`src/rtl/fft_sink_framer.sv`:
```
// fft_sink_framer: turns a continuous sample stream into framed Avalon-ST
// packets for the FFT core sink. The transform length and direction are
// chosen per frame, the core may apply backpressure, and frames may run
// back to back with no gap cycle between eop and the next sop.
module fft_sink_framer #(
    parameter int DATA_W    = 14,
    parameter int MAX_LOG2  = 10,
    parameter int MIN_LOG2  = 3,
    parameter int REAL_ONLY = 1
) (
    input  logic                clk,
    input  logic                rst,
    input  logic                enable,
    input  logic [MAX_LOG2:0]   pts_cfg,
    input  logic                inverse_cfg,
    input  logic [DATA_W-1:0]   in_real,
    input  logic [DATA_W-1:0]   in_imag,
    input  logic                in_valid,
    output logic                in_ready,
    input  logic                sink_ready,
    output logic                sink_valid,
    output logic                sink_sop,
    output logic                sink_eop,
    output logic [1:0]          sink_error,
    output logic [DATA_W-1:0]   outreal,
    output logic [DATA_W-1:0]   outimag,
    output logic                inverse,
    output logic [MAX_LOG2:0]   fft_pts,
    output logic                busy,
    output logic                cfg_err,
    output logic [15:0]         frame_cnt
);

    localparam int PTS_W = MAX_LOG2 + 1;
    localparam int IDX_W = MAX_LOG2;
    localparam logic [PTS_W-1:0] MAX_PTS = PTS_W'(1) << MAX_LOG2;
    localparam logic [PTS_W-1:0] MIN_PTS = PTS_W'(1) << MIN_LOG2;

    typedef enum logic {
        IDLE = 1'b0,
        RUN  = 1'b1
    } state_t;

    state_t           state;
    logic [IDX_W-1:0] idx;
    logic             cfg_ok;
    logic             is_last;
    logic             accept;
    logic [PTS_W-1:0] last_idx;

    // A single set bit within the port width is already at most 2^MAX_LOG2,
    // so only the lower bound needs an explicit comparison.
    always_comb begin
        cfg_ok   = (pts_cfg != '0)
                   && ((pts_cfg & (pts_cfg - PTS_W'(1))) == '0)
                   && (pts_cfg >= MIN_PTS);
        last_idx = fft_pts - PTS_W'(1);
        is_last  = ({1'b0, idx} == last_idx);
    end

    // The output register is a one-stage pipeline: a new sample may enter
    // whenever the register is empty or is being drained this cycle.
    assign in_ready   = (state == RUN) && (!sink_valid || sink_ready);
    assign accept     = in_valid && in_ready;
    assign busy       = (state == RUN);
    assign sink_error = {1'b0, cfg_err};

    // Framing state machine together with the registered sink-side word.
    always_ff @(posedge clk) begin
        if (rst) begin
            state      <= IDLE;
            idx        <= '0;
            sink_valid <= 1'b0;
            sink_sop   <= 1'b0;
            sink_eop   <= 1'b0;
            outreal    <= '0;
            outimag    <= '0;
            inverse    <= 1'b0;
            fft_pts    <= MAX_PTS;
            cfg_err    <= 1'b0;
            frame_cnt  <= '0;
        end else begin
            if (accept) begin
                outreal    <= in_real;
                outimag    <= (REAL_ONLY != 0) ? '0 : in_imag;
                sink_valid <= 1'b1;
                sink_sop   <= (idx == '0);
                sink_eop   <= is_last;
            end else if (sink_valid && sink_ready) begin
                sink_valid <= 1'b0;
            end

            case (state)
                IDLE: begin
                    if (enable) begin
                        if (cfg_ok) begin
                            fft_pts <= pts_cfg;
                            inverse <= inverse_cfg;
                            idx     <= '0;
                            state   <= RUN;
                        end else begin
                            cfg_err <= 1'b1;
                        end
                    end
                end
                RUN: begin
                    if (accept) begin
                        if (is_last) begin
                            idx       <= '0;
                            frame_cnt <= frame_cnt + 16'd1;
                            if (enable && cfg_ok) begin
                                fft_pts <= pts_cfg;
                                inverse <= inverse_cfg;
                            end else begin
                                state <= IDLE;
                                if (enable) begin
                                    cfg_err <= 1'b1;
                                end
                            end
                        end else begin
                            idx <= idx + IDX_W'(1);
                        end
                    end
                end
                default: state <= IDLE;
            endcase
        end
    end

endmodule

```
`config.mk`:
```
export PLATFORM = sky130hd
export DESIGN_NAME = fft_sink_framer
export DESIGN_NICKNAME = d
export VERILOG_FILES = /design/src/rtl/fft_sink_framer.sv
export SDC_FILE = /design/constraint.sdc
export NUM_CORES = 1
export LEC_CHECK = 0
export CAP_MARGIN = 20
export CORE_MARGIN = 3
export CORE_UTILIZATION = 49
export DETAILED_ROUTE_END_ITERATION = 12
export PLACE_DENSITY = 0.86
export SYNTH_ARGS = -nofsm -noshare
export SYNTH_HDL_FRONTEND = slang
export SYNTH_SLANG_ARGS = --single-unit
```
`constraint.sdc`:
```
create_clock -name clk -period 7.26 [get_ports clk]
set_input_delay 0.726 -clock clk [delete_from_list [all_inputs] [get_ports clk]]
set_output_delay 0.726 -clock clk [all_outputs]
set_load 0.02 [all_outputs]
```
Word-level counts from Yosys, hierarchy flattened
Index checks and enable logic that the tools add are counted.
Widths: inputs -> output; s select.
{ "classes": {"addsub": 4, "magnitude_cmp": 1, "eq_ne": 9, "mux": 32, "n_bitwise": 2, "n_reduce_logical": 16} }
{ "ops": {"columns": ["operator", "count"], "rows": [
  ["$mux 11", 5],
  ["$mux 10", 4],
  ["$pmux 11 s2", 1],
  ["$sub 11x1->11 const B", 2],
  ["$pmux 10 s2", 1],
  ["$mux 1", 18],
  ["$add 16x1->16 const B", 1],
  ["$and 11x11->11", 1],
  ["$eq 10x11->1", 1],
  ["$ge 11x4->1 const B", 1],
  ["$logic_not 11->1", 1],
  ["$reduce_bool 11->1", 1],
  ["$add 10x1->10 const B", 1],
  ["$logic_not 10->1", 1],
  ["$ne 2x2->1 const B", 5],
  ["$logic_and 1x1->1", 6],
  ["$ne 2x1->1 const B", 3],
  ["$pmux 1 s2", 3],
  ["$reduce_and 3->1", 2],
  ["$reduce_and 6->1", 1],
  ["$reduce_and 5->1", 1],
  ["$reduce_bool 2->1", 1],
  ["$logic_not 1->1", 1],
  ["$logic_or 1x1->1", 1],
  ["$not 1->1", 1]
]} }
{ "totals": {"ff_bits": 57, "elab_cells": 74} }

Longest topological paths before layout
{ "depth": {"word_depth": 10, "depth_mapped": 12, "mapped_depth_nobuf": 9} }

Worst setup path after synthesis
No wires, ideal clock.
{ "synth_timing": {"path_kind": "flip-flop to flip-flop", "start": "register fft_pts[0]", "end": "register frame_cnt[14]", "arrival_ns": 3.144, "required_ns": 7.145, "setup_slack_ns": 4.002, "stages_incl_launch_ff": 13, "path_buffers": 3, "synth_period_minus_slack_ns": 3.258, "path_cell_list": "dfxtp_1 -> clkbuf_1 -> inv_1 -> ha_1 -> buf_4 -> or3b_1 -> or4_1 -> a222oi_1 -> o311a_2 -> nand3_2 -> buf_2 -> o31a_1 -> o21a_1"} }
{ "synth_via": {"elab_chain_len": 3} }
{ "synth_lines": {"columns": ["item", "line_no", "rtl"], "rows": [
  ["start, declared", "28", "output logic [MAX_LOG2:0] fft_pts,"],
  ["start signal, assigned", "97", "fft_pts <= pts_cfg;"],
  ["start signal, assigned", "112", "fft_pts <= pts_cfg;"],
  ["$sub 11x1->11", "57", "last_idx = fft_pts - PTS_W'(1);"],
  ["$eq 10x11->1", "58", "is_last = ({1'b0, idx} == last_idx);"],
  ["$reduce_and 3->1 (no source line)", null, null],
  ["end signal, assigned", "110", "frame_cnt <= frame_cnt + 16'd1;"],
  ["end, declared", "31", "output logic [15:0] frame_cnt"]
]} }
Every way passes these cells.
A chain may end at the register's enable or synchronous reset.

Worst setup path in the final report
{ "layout_timing": {"start": "register fft_pts[0]", "end": "register frame_cnt[15]"} }
Same word-level chain as after synthesis.

==> qor.log <==
[sta] final worst path period share 51.0%
[worst_setup_path] buffer and inverter count on the worst path 1
[yosys] biggest area consumer among synthesized cells sky130_fd_sc_hd__dfxtp_1
[worst_setup_path] Critical Path End Type flip-flop
[cells_and_area] leading cell type in the layout, fill and taps excluded sky130_fd_sc_hd__clkdlybuf4s50_1
[worst_setup_path] worst r2r dst frame_cnt[15]
[power_and_ir_drop] net switching share of the total power 24.2%
[sta] worst slew margin relative to its limit 32.6%
[global_routing] antenna violations before repair 0
[cells_and_area] top library cells by usage in the layout, fill and taps aside sky130_fd_sc_hd__clkdlybuf4s50_1 (78), sky130_fd_sc_hd__dfxtp_1 (57), sky130_fd_sc_hd__nand2_1 (54)
[cells_and_area] share of post-route cells with drive strength above 1 5.01%
[sta] time the worst path needs with I/O delays and setup 3.70 ns
[cells_and_area] fill cell total of the finished layout 530
[yosys] post-synthesis area per instance 7.66 sq um
[placement] number of I/O port buffers 79
[routing] total length of routed wires 8050 um
[worst_setup_path] worst-case register-to-register setup slack 3.56 ns
[worst_setup_path] kind of critical path flip-flop to flip-flop
[routing] TritonRoute pass-1 iters 5
[worst_setup_path] worst endpoint required time 7.51 ns
[floorplanning] number of top-level design ports 109
[power_and_ir_drop] sum of internal, switching and leakage power 0.600 mW
[clocking] maximum buffer depth of the clock tree 2
[yosys] Post-synth EDFFs 0
[yosys] leading cell types by total area after synthesis sky130_fd_sc_hd__dfxtp_1 (36%), sky130_fd_sc_hd__nand2_1 (6.4%), sky130_fd_sc_hd__a21oi_1 (6.2%)
[routing] post-detailed-route count of antenna-violating nets 0
[routing] Iteration-0 DRC Markers 218
[floorplanning] Die Ht 86.2 um
[clocking] Post CTS Setup Buffer Count 0
[hold_path] hold-critical path depth 2
[sta] maximum clock rate 270 MHz
[placement] placer congestion estimate 0.892
[global_routing] total routing usage reported by global routing 22.7%
[worst_setup_path] CP delay by family, top simple AND/OR/NAND/NOR gates
[sta] max-slew violations 0
[cells_and_area] final standard cell count with taps included and fillers excluded 554
[floorplanning] Std-Cell Core Area 6060 sq um
[floorplanning] number of core rows 28
[worst_setup_path] slowest stage delay, CP 0.61 ns
[yosys] #FFs+latches synth 57
[placement] DP HPWL 5710 um
[routing] average wire per standard cell 14.5 um
[routing] amount of wire on met2 after detailed routing 3940 um
[hold_path] Tightest Hold Check Type flip-flop to flip-flop
[cells_and_area] Diodes inserted 0
[clocking] CTS-repair resized insts 0
[worst_setup_path] ordered list of cells on the worst path inv_1 -> ha_1 -> or3b_1 -> or4_1 -> a222oi_1 -> o311a_2 -> nand3_2 -> or4_1 -> a21oi_1
[clocking] TritonCTS clock tree built
[cells_and_area] relative area change from synthesis to final layout 27.9%
[worst_setup_path] CP Launch Type flip-flop
[floorplanning] starting density of the core 52.0%
[routing] DR top layer met4
[power_and_ir_drop] Logic pwr share 6.7%
[worst_setup_path] biggest fanout along the worst timing path 15
[routing] length of routed met3 wiring 635 um
[yosys] share of the yosys chip area belonging to registers 36.2%
[yosys] Netlist cell types 51
[power_and_ir_drop] portion of total power attributed to the clock network 41.0%
[power_and_ir_drop] Int Pwr 0.455 mW
[sta] worst clock skew on the final layout 0.00562 ns
[sta] slew at the pin closest to its max-slew limit 1.01 ns
[hold_path] beginning of the worst hold path outreal[11]
[routing] via count 3225
[worst_setup_path] cell mode on critical path sky130_fd_sc_hd__or4_1
[sta] hold violation count in the final report 0
[sta] unrepaired setup endpoints after global routing false
[worst_setup_path] R2R depth 9
[clocking] clock buffers created by TritonCTS 9
[yosys] count of yosys warnings during synthesis 0
[sta] Hold Worst Slack 0.454 ns
[power_and_ir_drop] leakage power summed over all cells 1.36 nW
[clocking] number of hold buffers added after cts 0
[worst_setup_path] Critical R2R Launch fft_pts[0]
[yosys] netlist area before placement 3150 sq um
[power_and_ir_drop] sequential group share of total power 52.3%
[run] number of violations of the max-capacitance limit 0
[routing] vias per std cell 5.82
[sta] total negative slack 0 ns
[clocking] number of H-tree levels 3
[clocking] clock latency on the worst-skew pair 0.33 ns
[power_and_ir_drop] Pwr Density 149 nW/um^2
[worst_setup_path] cell with the largest stage delay on the worst path sky130_fd_sc_hd__or4_1
[yosys] commonest register cell after synthesis sky130_fd_sc_hd__dfxtp_1
[routing] Metal-1 WL 3310 um
[routing] residual DRC count 0
[global_routing] Congestion Overflow GR 0
[floorplanning] overall die width 86.2 um
[worst_setup_path] worst endpoint data arrival time 3.95 ns
[clocking] Clock transition at path regs 0.07 ns
[cells_and_area] number of nets in the layout 523
[yosys] fraction of synthesized cell area taken by the top area cell type 36.2%
[placement] total instance count after detailed placement 537
[clocking] buffer type at the clock tree root sky130_fd_sc_hd__clkbuf_8
[sta] setup-violating endpoint count in the final report 0
[outcome] run status complete, no violations
[power_and_ir_drop] Sw Pwr 0.145 mW
[floorplanning] Total Die Area 7430 sq um
[clocking] CTS Sinks 57
[yosys] Async S/R FF share, synth 0%
[global_routing] maximum number of pins on one net before global-route repair 57
[power_and_ir_drop] peak supply drop 125 uV
[yosys] number of instances in the synthesized netlist 411
[hold_path] endpoint of the worst hold path outreal[11]
[global_routing] global-route wire length before repair 13800 um
[global_routing] via count of the first global-routing pass 3047
area by class of cell:
cell class / instances / area, sq um / share of cell area, %
Inverter: 11 / 41.3 / 1.03
Tap cell: 75 / 93.8 / 2.33
Clock buffer: 13 / 139 / 3.45
Clock inverter: 3 / 17.5 / 0.435
Multi-Input combinational cell: 314 / 1790 / 44.4
Timing Repair Buffer: 81 / 805 / 20.0
Sequential cell: 57 / 1140 / 28.3
logic make-up (layout without fill, tap and decap cells):
kind of cell             after synthesis  in the layout  share of synthesized area [%]
other                                  1             15                          0.119
adder cells (fa/ha/maj)                4              4                           1.59
multiplexers                           1              1                          0.318
buffers and inverters                 54            108                           8.62
flip-flops                            57             57                           36.2
XOR/XNOR                              19             19                           5.28
AO/OA/AOI/OAI                         98             98                           19.4
AND/OR/NAND/NOR                      177            177                           28.4
worst reg2reg max path: stages, from the launching register on:
cell and delay (ns):
sky130_fd_sc_hd__dfxtp_1 0.39, sky130_fd_sc_hd__inv_1 0.11, sky130_fd_sc_hd__ha_1 0.36, sky130_fd_sc_hd__or3b_1 0.48
sky130_fd_sc_hd__or4_1 0.49, sky130_fd_sc_hd__a222oi_1 0.41, sky130_fd_sc_hd__o311a_2 0.32, sky130_fd_sc_hd__nand3_2 0.28
sky130_fd_sc_hd__or4_1 0.61, sky130_fd_sc_hd__a21oi_1 0.17
power by group through the flow:
stage / logic, mW / registers [mW] / clock network [mW]
after floorplan: 0.0238 / 0.321 / 0
after global placement: 0.0390 / 0.321 / 0
after detailed placement: 0.0395 / 0.321 / 0
after CTS: 0.0397 / 0.314 / 0.249
after global routing: 0.0433 / 0.314 / 0.264
final: 0.0402 / 0.314 / 0.246
per-stage QoR:
| stage | setup WS, ns | utilization (%) | cell area (sq um) |
|---|---|---|---|
| finish | 3.56 | 66.4 | 4030 |
| global route | 3.25 | 66.4 | 4030 |
| CTS | 3.57 | 66.2 | 4020 |
| detailed placement | 3.60 | 63.7 | 3860 |
| global placement | 3.67 | 63.7 | 3860 |
| floorplan | 4.00 | - | 3200 |
worst max-delay path by stage:
| stage | start | to | slack (ns) | cells past startpoint |
|---|---|---|---|---|
| global route | fft_pts[0] | fft_pts[9] | 3.25 | 10 |
| floorplan | fft_pts[0] | frame_cnt[14] | 4.00 | 12 |
| CTS | fft_pts[0] | frame_cnt[15] | 3.57 | 9 |
| global placement | fft_pts[0] | fft_pts[9] | 3.67 | 10 |
| detailed placement | fft_pts[0] | frame_cnt[15] | 3.60 | 9 |
| finish | fft_pts[0] | frame_cnt[15] | 3.56 | 9 |
cell usage after synthesis, types with 2 or more instances:
| cell | n |
|---|---|
| sky130_fd_sc_hd__or3_1 | 5 |
| sky130_fd_sc_hd__nand3_1 | 23 |
| sky130_fd_sc_hd__and4_1 | 2 |
| sky130_fd_sc_hd__or2_2 | 4 |
| sky130_fd_sc_hd__nand2b_1 | 2 |
| sky130_fd_sc_hd__nor4_1 | 15 |
| sky130_fd_sc_hd__inv_1 | 11 |
| sky130_fd_sc_hd__a21oi_1 | 39 |
| sky130_fd_sc_hd__a311o_1 | 2 |
| sky130_fd_sc_hd__o21ai_0 | 20 |
| sky130_fd_sc_hd__nand4b_1 | 3 |
| sky130_fd_sc_hd__xnor2_1 | 15 |
| sky130_fd_sc_hd__nand2_1 | 54 |
| sky130_fd_sc_hd__and3_1 | 8 |
| sky130_fd_sc_hd__nand4_1 | 8 |
| sky130_fd_sc_hd__o31a_1 | 2 |
| sky130_fd_sc_hd__buf_4 | 17 |
| sky130_fd_sc_hd__o21bai_1 | 2 |
| sky130_fd_sc_hd__o31ai_1 | 7 |
| sky130_fd_sc_hd__dfxtp_1 | 57 |
| sky130_fd_sc_hd__or4_1 | 8 |
| sky130_fd_sc_hd__o21a_1 | 5 |
| sky130_fd_sc_hd__clkbuf_1 | 20 |
| sky130_fd_sc_hd__ha_1 | 4 |
| sky130_fd_sc_hd__xor2_1 | 4 |
| sky130_fd_sc_hd__nor2_1 | 26 |
| sky130_fd_sc_hd__a211oi_1 | 4 |
| sky130_fd_sc_hd__buf_1 | 2 |
| sky130_fd_sc_hd__a31oi_1 | 5 |
| sky130_fd_sc_hd__buf_2 | 4 |
| sky130_fd_sc_hd__nor3_1 | 13 |
registers in the layout (all words and copies together), names as in the netlist:
register    count
fft_pts        11
inverse         1
frame_cnt      16
idx            10
sink_sop        1
sink_eop        1
cfg_err         1
outreal        14
sink_valid      1
busy            1
metal layers:
| metal | GRT usage, % | vias to the layer above |
|---|---|---|
| met5 | 0 | - |
| met4 | 8.78 | 0 |
| met3 | 6.94 | 20 |
| met2 | 38.4 | 125 |
| met1 | 27.0 | 1504 |
| li1 | - | 1576 |
Note: power is estimated with default switching activity, not from simulation.
